File: src/rtl/conv1_layer_sched.sv
// conv1 layer sequencer: gates conv1 through conv_en, buffers its output vectors and
// serialises them one channel per beat. Optional CONV1_PERF_CNT_EN adds a stall counter.
module conv1_layer_sched #(
  parameter int OUT_W = 111,
  parameter int OUT_H = 111,
  parameter int CH    = 64,
  parameter int DW    = 16
) (
  input  logic                     clk,
  input  logic                     rst,
  input  logic                     start,
  output logic                     busy,
  output logic                     done,
  output logic                     conv_en,
  input  logic                     conv_valid,
  input  logic [CH*DW-1:0]         conv_data,
  output logic                     o_valid,
  input  logic                     o_ready,
  output logic [DW-1:0]            o_data,
  output logic [$clog2(CH)-1:0]    o_ch,
  output logic [$clog2(OUT_H)-1:0] o_row,
  output logic [$clog2(OUT_W)-1:0] o_col,
  output logic                     o_last,
  output logic                     ovf_err
`ifdef CONV1_PERF_CNT_EN
  ,
  output logic [31:0]              stall_cycles
`endif
);

  localparam int TOTAL = OUT_W * OUT_H;
  localparam int PW    = $clog2(TOTAL + 1);
  localparam int CHW   = $clog2(CH);
  localparam int RW    = $clog2(OUT_H);
  localparam int CW    = $clog2(OUT_W);

  typedef enum logic [1:0] {
    S_IDLE,
    S_RUN,
    S_DRAIN,
    S_DONE
  } state_t;

  state_t state_q, state_d;

  logic [CH*DW-1:0] buf_mem [2];
  logic             wr_ptr_q, rd_ptr_q;
  logic [1:0]       cnt_q, cnt_d;
  logic [PW-1:0]    cap_q, cap_d;
  logic [CHW-1:0]   ch_q;
  logic [RW-1:0]    row_q;
  logic [CW-1:0]    col_q;
  logic             busy_q, done_q, conv_en_q, conv_en_d, ovf_q;

  logic start_acc, push, drop, beat, pop;
  logic pix_end, col_end, row_end;

  assign start_acc = (state_q == S_IDLE) && start;
  assign push      = (state_q == S_RUN) && conv_valid && (cnt_q != 2'd2);
  assign drop      = (state_q == S_RUN) && conv_valid && (cnt_q == 2'd2);
  assign o_valid   = (cnt_q != 2'd0);
  assign beat      = o_valid && o_ready;
  assign pix_end   = (ch_q == CHW'(CH - 1));
  assign col_end   = (col_q == CW'(OUT_W - 1));
  assign row_end   = (row_q == RW'(OUT_H - 1));
  assign pop       = beat && pix_end;

  always_comb begin
    cnt_d = cnt_q;
    case ({push, pop})
      2'b10:   cnt_d = cnt_q + 2'd1;
      2'b01:   cnt_d = cnt_q - 2'd1;
      default: cnt_d = cnt_q;
    endcase
  end

  always_comb begin
    cap_d = cap_q;
    if (start_acc) begin
      cap_d = '0;
    end else if (push) begin
      cap_d = cap_q + PW'(1);
    end
  end

  // Leave RUN on the edge that captures the final pixel so the last pop always sees DRAIN.
  always_comb begin
    state_d = state_q;
    case (state_q)
      S_IDLE:  if (start) state_d = S_RUN;
      S_RUN:   if (cap_d == PW'(TOTAL)) state_d = S_DRAIN;
      S_DRAIN: if (pop && (cnt_q == 2'd1)) state_d = S_DONE;
      S_DONE:  state_d = S_IDLE;
      default: state_d = S_IDLE;
    endcase
  end

  // Request only when the buffer will be empty; the second slot catches the in-flight vector.
  assign conv_en_d = (state_d == S_RUN) && (cnt_d == 2'd0) && (cap_d < PW'(TOTAL));

  always_ff @(posedge clk or posedge rst) begin
    if (rst) begin
      state_q   <= S_IDLE;
      busy_q    <= 1'b0;
      done_q    <= 1'b0;
      conv_en_q <= 1'b0;
      cnt_q     <= 2'd0;
      cap_q     <= '0;
      wr_ptr_q  <= 1'b0;
      rd_ptr_q  <= 1'b0;
      ch_q      <= '0;
      row_q     <= '0;
      col_q     <= '0;
      ovf_q     <= 1'b0;
    end else begin
      state_q   <= state_d;
      busy_q    <= (state_d != S_IDLE);
      done_q    <= (state_d == S_DONE);
      conv_en_q <= conv_en_d;
      cnt_q     <= cnt_d;
      cap_q     <= cap_d;
      if (push) wr_ptr_q <= ~wr_ptr_q;
      if (pop)  rd_ptr_q <= ~rd_ptr_q;
      if (start_acc) begin
        ch_q  <= '0;
        row_q <= '0;
        col_q <= '0;
      end else if (beat) begin
        ch_q <= pix_end ? '0 : ch_q + CHW'(1);
        if (pix_end) begin
          if (col_end) begin
            col_q <= '0;
            row_q <= row_end ? '0 : row_q + RW'(1);
          end else begin
            col_q <= col_q + CW'(1);
          end
        end
      end
      if (start_acc) begin
        ovf_q <= 1'b0;
      end else if (drop) begin
        ovf_q <= 1'b1;
      end
    end
  end

  always_ff @(posedge clk) begin
    if (push) buf_mem[wr_ptr_q] <= conv_data;
  end

  assign busy    = busy_q;
  assign done    = done_q;
  assign conv_en = conv_en_q;
  assign ovf_err = ovf_q;
  assign o_data  = o_valid ? buf_mem[rd_ptr_q][ch_q*DW +: DW] : '0;
  assign o_ch    = ch_q;
  assign o_row   = row_q;
  assign o_col   = col_q;
  assign o_last  = o_valid && pix_end && row_end && col_end;

`ifdef CONV1_PERF_CNT_EN
  logic [31:0] stall_q;

  always_ff @(posedge clk or posedge rst) begin
    if (rst) begin
      stall_q <= '0;
    end else if (start_acc) begin
      stall_q <= '0;
    end else if (busy_q && o_valid && !o_ready && (stall_q != 32'hFFFF_FFFF)) begin
      stall_q <= stall_q + 32'd1;
    end
  end

  assign stall_cycles = stall_q;
`endif

endmodule

File: config.mk
export PLATFORM = sky130hd
export DESIGN_NAME = conv1_layer_sched
export DESIGN_NICKNAME = d
export VERILOG_FILES = /design/src/rtl/conv1_layer_sched.sv
export SDC_FILE = /design/constraint.sdc
export NUM_CORES = 2
export LEC_CHECK = 0
export CORE_AREA = 2 2 418 420
export DETAILED_ROUTE_END_ITERATION = 10
export DIE_AREA = 0 0 420 422
export PLACE_DENSITY_LB_ADDON = 0.15
export SYNTH_ARGS = -nofsm -noshare
export SYNTH_HDL_FRONTEND = slang
export SYNTH_SLANG_ARGS = --single-unit
File: constraint.sdc
create_clock -name clk -period 46.1 [get_ports clk]
set_input_delay 9.22 -clock clk [delete_from_list [all_inputs] [get_ports clk]]
set_output_delay 9.22 -clock clk [all_outputs]
set_load 0.03 [all_outputs]
Word level (Yosys, flattened, before mapping)
Memories as Yosys holds them, arrays and structs flattened.
Index checks and enable logic that the tools add are counted.
{"block": "word_totals", "out_inout_bits": 42, "elab_cells": 83, "in_bits": 1029, "ramBits": 2048, "n_memories": 1, "ff_bits": 44}
{"block": "op_classes", "shifts": 1, "bitwise": 2, "n_mux": 24, "reduce_logical": 22, "add_sub_neg": 6, "eq_ne": 14, "magnitude_cmp": 1}
{"memory": "buf_mem", "depth": 2, "word_bits": 1024, "rd": 1, "rd_clocked_by_memory_dff": 0, "write_ports": 1, "line_no": "46", "source": "logic [CH*DW-1:0] buf_mem [2];"}
{"operator": "1024-bit by 11-bit variable part select with 16-bit output", "count": 1}
{"operator": "7-bit two-way mux", "count": 9}
{"operator": "14-bit two-way mux", "count": 2}
{"operator": "6-bit two-way mux", "count": 3}
{"operator": "16-bit two-way mux", "count": 1}
{"operator": "14-bit by 1-bit adder with 14-bit output (second input constant)", "count": 1}
{"operator": "7-bit by 1-bit adder with 7-bit output (second input constant)", "count": 2}
{"operator": "14-bit == test (second input constant)", "count": 1}
{"operator": "7-bit == test (second input constant)", "count": 2}
{"operator": "14-bit less-than comparator (second input constant)", "count": 1}
{"operator": "1-bit logical AND", "count": 12}
{"operator": "2-bit nonzero test", "count": 6}
{"operator": "2-bit == test (second input constant)", "count": 5}
{"operator": "2-bit by 1-bit == test with 1-bit output (second input constant)", "count": 4}
{"operator": "2-bit case mux with 4 select lines", "count": 1}
{"operator": "6-bit by 1-bit adder with 6-bit output (second input constant)", "count": 1}
{"operator": "6-bit == test (second input constant)", "count": 1}
{"operator": "2-bit two-way mux", "count": 3}
{"operator": "2-bit zero test", "count": 2}
{"operator": "1-bit two-way mux", "count": 4}
{"operator": "2-bit case mux with 2 select lines", "count": 1}
{"operator": "3-bit AND reduction", "count": 1}
{"operator": "2-bit by 1-bit adder with 2-bit output (second input constant)", "count": 1}
{"operator": "2-bit != test (second input constant)", "count": 1}
{"operator": "3 further kinds", "count": 4}

Depth between registers and ports, before layout
{"block": "logic_depth", "ltp_word": 11, "mapped_depth": 13, "mapped_depth_nobuf": 11}

Worst setup path before layout
No wires, ideal clock.
{"block": "synth_path", "path_type": "input to register", "startpoint": "in conv_valid", "endpoint": "mem buf_mem[0][0] (netlist name), enable pin", "slack_ps": -8298, "required_time_ps": 43659, "path_stages": 4, "arrival_ps": 51957, "cell_sequence": "nand4bb_4 > buf_6 > buf_2 > nor2_1"}
{"block": "synth_via", "elab_chain_cells": 4}
{"element": "from (decl)", "line_no": "15", "source": "input logic conv_valid,"}
{"element": "1-bit logical AND (2 in series)", "line_no": "59", "source": "assign push = (state_q == S_RUN) && conv_valid && (cnt_q != 2'd2);"}
{"element": "1-bit two-way mux", "line_no": "148", "source": "if (push) buf_mem[wr_ptr_q] <= conv_data;"}
{"element": "1-bit two-way mux (implied by the code)", "line_no": "148"}
{"element": "to (decl)", "line_no": "46"}
Every way passes these cells.

Worst setup path in the final report
{"block": "layout_path", "startpoint": "reg rd_ptr_q", "endpoint": "out o_data[15]"}
{"block": "layout_via", "elab_chain_cells": 3}
{"element": "from (decl)", "line_no": "47", "source": "logic wr_ptr_q, rd_ptr_q;"}
{"element": "from (signal assigned)", "line_no": "123", "source": "if (pop) rd_ptr_q <= ~rd_ptr_q;"}
{"element": "memory 2 x 1024 bit"}
{"element": "1024-bit by 11-bit variable part select with 16-bit output", "line_no": "155", "source": "assign o_data = o_valid ? buf_mem[rd_ptr_q][ch_q*DW +: DW] : '0;"}
{"element": "16-bit two-way mux", "line_no": "155"}
{"element": "to (decl)", "line_no": "19", "source": "output logic [DW-1:0] o_data,"}
Every way passes these cells.

==> out/metrics.cfg <==
[synthesis]
syn_area_sq_mm=0.0809
synth-main-ff-cell=edfxtp_1
synth_xor_area_share_pct=0.184
synth_top_family_by_area=multiplexers
yosysUniqueCellTypes=73
yosysSeqAreaShare_pct=77.4
synth-edff-count=2048
syn-num-nets=4757
yosys.area_share.simple_pct=1.77
synth_adder_area_share_pct=0.170
synthArstFlopShare_pct=2.10
ys_warn_count=0
syn_area_per_cell_sq_um=21.8
synth_cells=3717
synth_compound_area_share_pct=3.52
ys_ff_latch=2092
yosys-mux-area-fraction_pct=15.2

[die]
dieArea_sq_mm=0.177
start_util_pct=46.8
io_pins=1071
coreArea_sq_mm=0.173
die_y_um=422
die_w_um=420
num_rows=153

[place]
place_worst_setup_slack_ps=29570
gp_congestion=0.835
port_buffers=1070
dp_hpwl_mm=182
placedInstanceArea_sq_mm=0.0940

[global_route]
gr-total-overflow=0
grt_start_max_net_pins=158
antenna_found_initial=202
grt_pass1_wl_mm=349
track_usage_pct=28.9
grt_pass1_vias=44200

[routing]
viasPerCell=5.88
drt-initial-drc-count=5476
drtAntennaViolNets=0
drc=0
route.met2.wl_mm=132
wl_mm=259
detail_route.wl_per_cell_um=34.6
vias=44000
top_layer_used=met5
firstDrtPassIters=5
wl_met1_mm=95.4
wl_met3_mm=20.1

[setup_path]
r2r-start=cnt_q[0]
required_ps=36880
endpoint=o_data[15]
end_kind=primary output
worstPathMaxFanout=52
rrSetupSlack_ps=40170
worstSetupPathType=flip-flop to primary output
reg2reg_depth=9
worst_ep_arrival_time_ps=8020
startpoint=rd_ptr_q
r2r-end=buf_mem[0][104]
start_kind=flip-flop

[timing]
tightest_slew_ps=1170
setup_viol=0
rsz0062_at_grt=false
worst_slack_ps=28860
final.setup_skew_ps=23.4
drv_slew=0
hold_viol_final=0
fin_setup_tns_ps=0
slew_headroom_pct=22.3
holdWs_ps=531
finalCritPeriodShare_pct=37.4
period_needed_ps=17240
fmax_mhz=58.0

[clock_tree]
clk_pin_slew_worst_paths_ps=60
cts_resized=0
clockBufferDepth=3
cts_hold_buf=0
ctsHtreeMaxLevel=4
post-cts-setup-buffers=0
insertion_delay_ps=860
root_buffer=clkbuf_16
cts_tree=done
cts.sink_count=2092
numCtsBuffers=214

[power_and_ir_drop]
power_density_mw_per_mm2=58.3
p_total_mw=5.90
peakVddDrop_mv=0.0488
p_leak_nw=32.2

[layout]
stdcell_area_sq_mm=0.101
nets=5922
area_delta_synth_final_pct=25.0
drive_gt1_share_pct=17.1

[status]
status=finished clean

[job]
maxCapViolCount=0

[hold_path]
hold_path_class=flip-flop to flip-flop

[layout make-up]
type,count,area [sq um]
diodes,98,245
clock buffers,259,5610
clock inverters,143,1320
fillers,12900,71700
inverters,17,70.1
multi-input cells,1400,16900
flip-flops and latches,2092,62600
well taps,2325,2910
repair buffers,1157,11400
[state kept, by name, indices dropped and copies added (netlist names)]
register / count
buf_mem: 2048
busy: 1
cap_q: 14
cnt_q: 2
conv_en: 1
done: 1
o_ch: 6
o_col: 7
o_row: 7
ovf_err: 1
rd_ptr_q: 1
state_q: 2
wr_ptr_q: 1
[stage by stage]
stage / instances / utilization [%]
after floorplan: 3717 / -
after global placement: 6989 / 54.3
final: 7491 / 58.5
after CTS: 7393 / 58.4
after detailed placement: 6991 / 54.4
after global routing: 7469 / 58.5
[cells in the final DEF, fill, tap and decap left out, drive strengths merged, types with 13 or more instances in the layout]
cell           count
clkdlybuf4s50   1070
dfrtp             44
o21ai             48
nand2            111
clkinv           109
a2111oi           13
nor3              16
edfxtp          2048
bufinv            20
a22o              20
nor2              48
clkbuf           259
a22oi             50
mux4             436
o22ai             54
o221ai            40
a21oi             51
inv               23
a31oi             17
a211oi            63
mux2i            238
diode             98
buf               86
nand3             29
[how the worst min path moves through the flow]
| stage | from | to | slack, ps | depth (start not counted) |
|---|---|---|---|---|
| 2_1_floorplan | wr_ptr_q | wr_ptr_q | 480 | 1 |
| 3_3_place_gp | o_row[5] | o_row[5] | 530 | 1 |
| 3_5_place_dp | o_row[5] | o_row[5] | 530 | 1 |
| 4_1_cts | o_row[5] | o_row[5] | 540 | 1 |
| 5_1_grt | o_col[4] | o_col[4] | 590 | 1 |
| 6_report | o_row[5] | o_row[5] | 530 | 1 |
[synthesized netlist by cell type (40+ instances only)]
cell type	number	area, sq um
edfxtp_1	2048	61500
o21ai_0	47	235
o221ai_1	40	350
nand2_1	111	417
buf_2	42	210
a211oi_1	63	473
mux4_2	436	9820
a21oi_1	51	255
clkbuf_1	76	285
dfrtp_1	44	1100
nor2_1	48	180
a22oi_1	50	375
o22ai_1	54	338
mux2i_1	238	2380
[cell families after synthesis]
family,count (synthesis)
compound gates,404
flops,2092
buf+inv,225
mux,682
xor+xnor,17
simple gates,286
fa+ha+maj,11
[per-layer routing]
layer  vias up  track usage [%]
met5         -                0
met1     23100             35.7
met4        84             14.2
li1      18200                -
met2      2033             47.8
met3       553             6.84
[worst max-delay path: stages (launching register included)]
cell             delay (ps)
dfrtp_4                1090
buf_4                   780
buf_4                   750
buf_4                   880
buf_4                   670
mux2i_1                 180
o22ai_1                 180
a211oi_1                 70
o21ai_0                 380
a221oi_1                170
nor4_1                  890
buf_4                   230
clkdlybuf4s50_1         690
[report_power, final]
part | internal [mW] | leakage [nW] | switching, mW
combinational | 0.488 | 9.14 | 0.981
sequential | 2.60 | 19.7 | 0.117
clock | 0.979 | 3.37 | 0.737
total | 4.06 | 32.2 | 1.84
No activity file was read; power rests on OpenSTA's default activity.
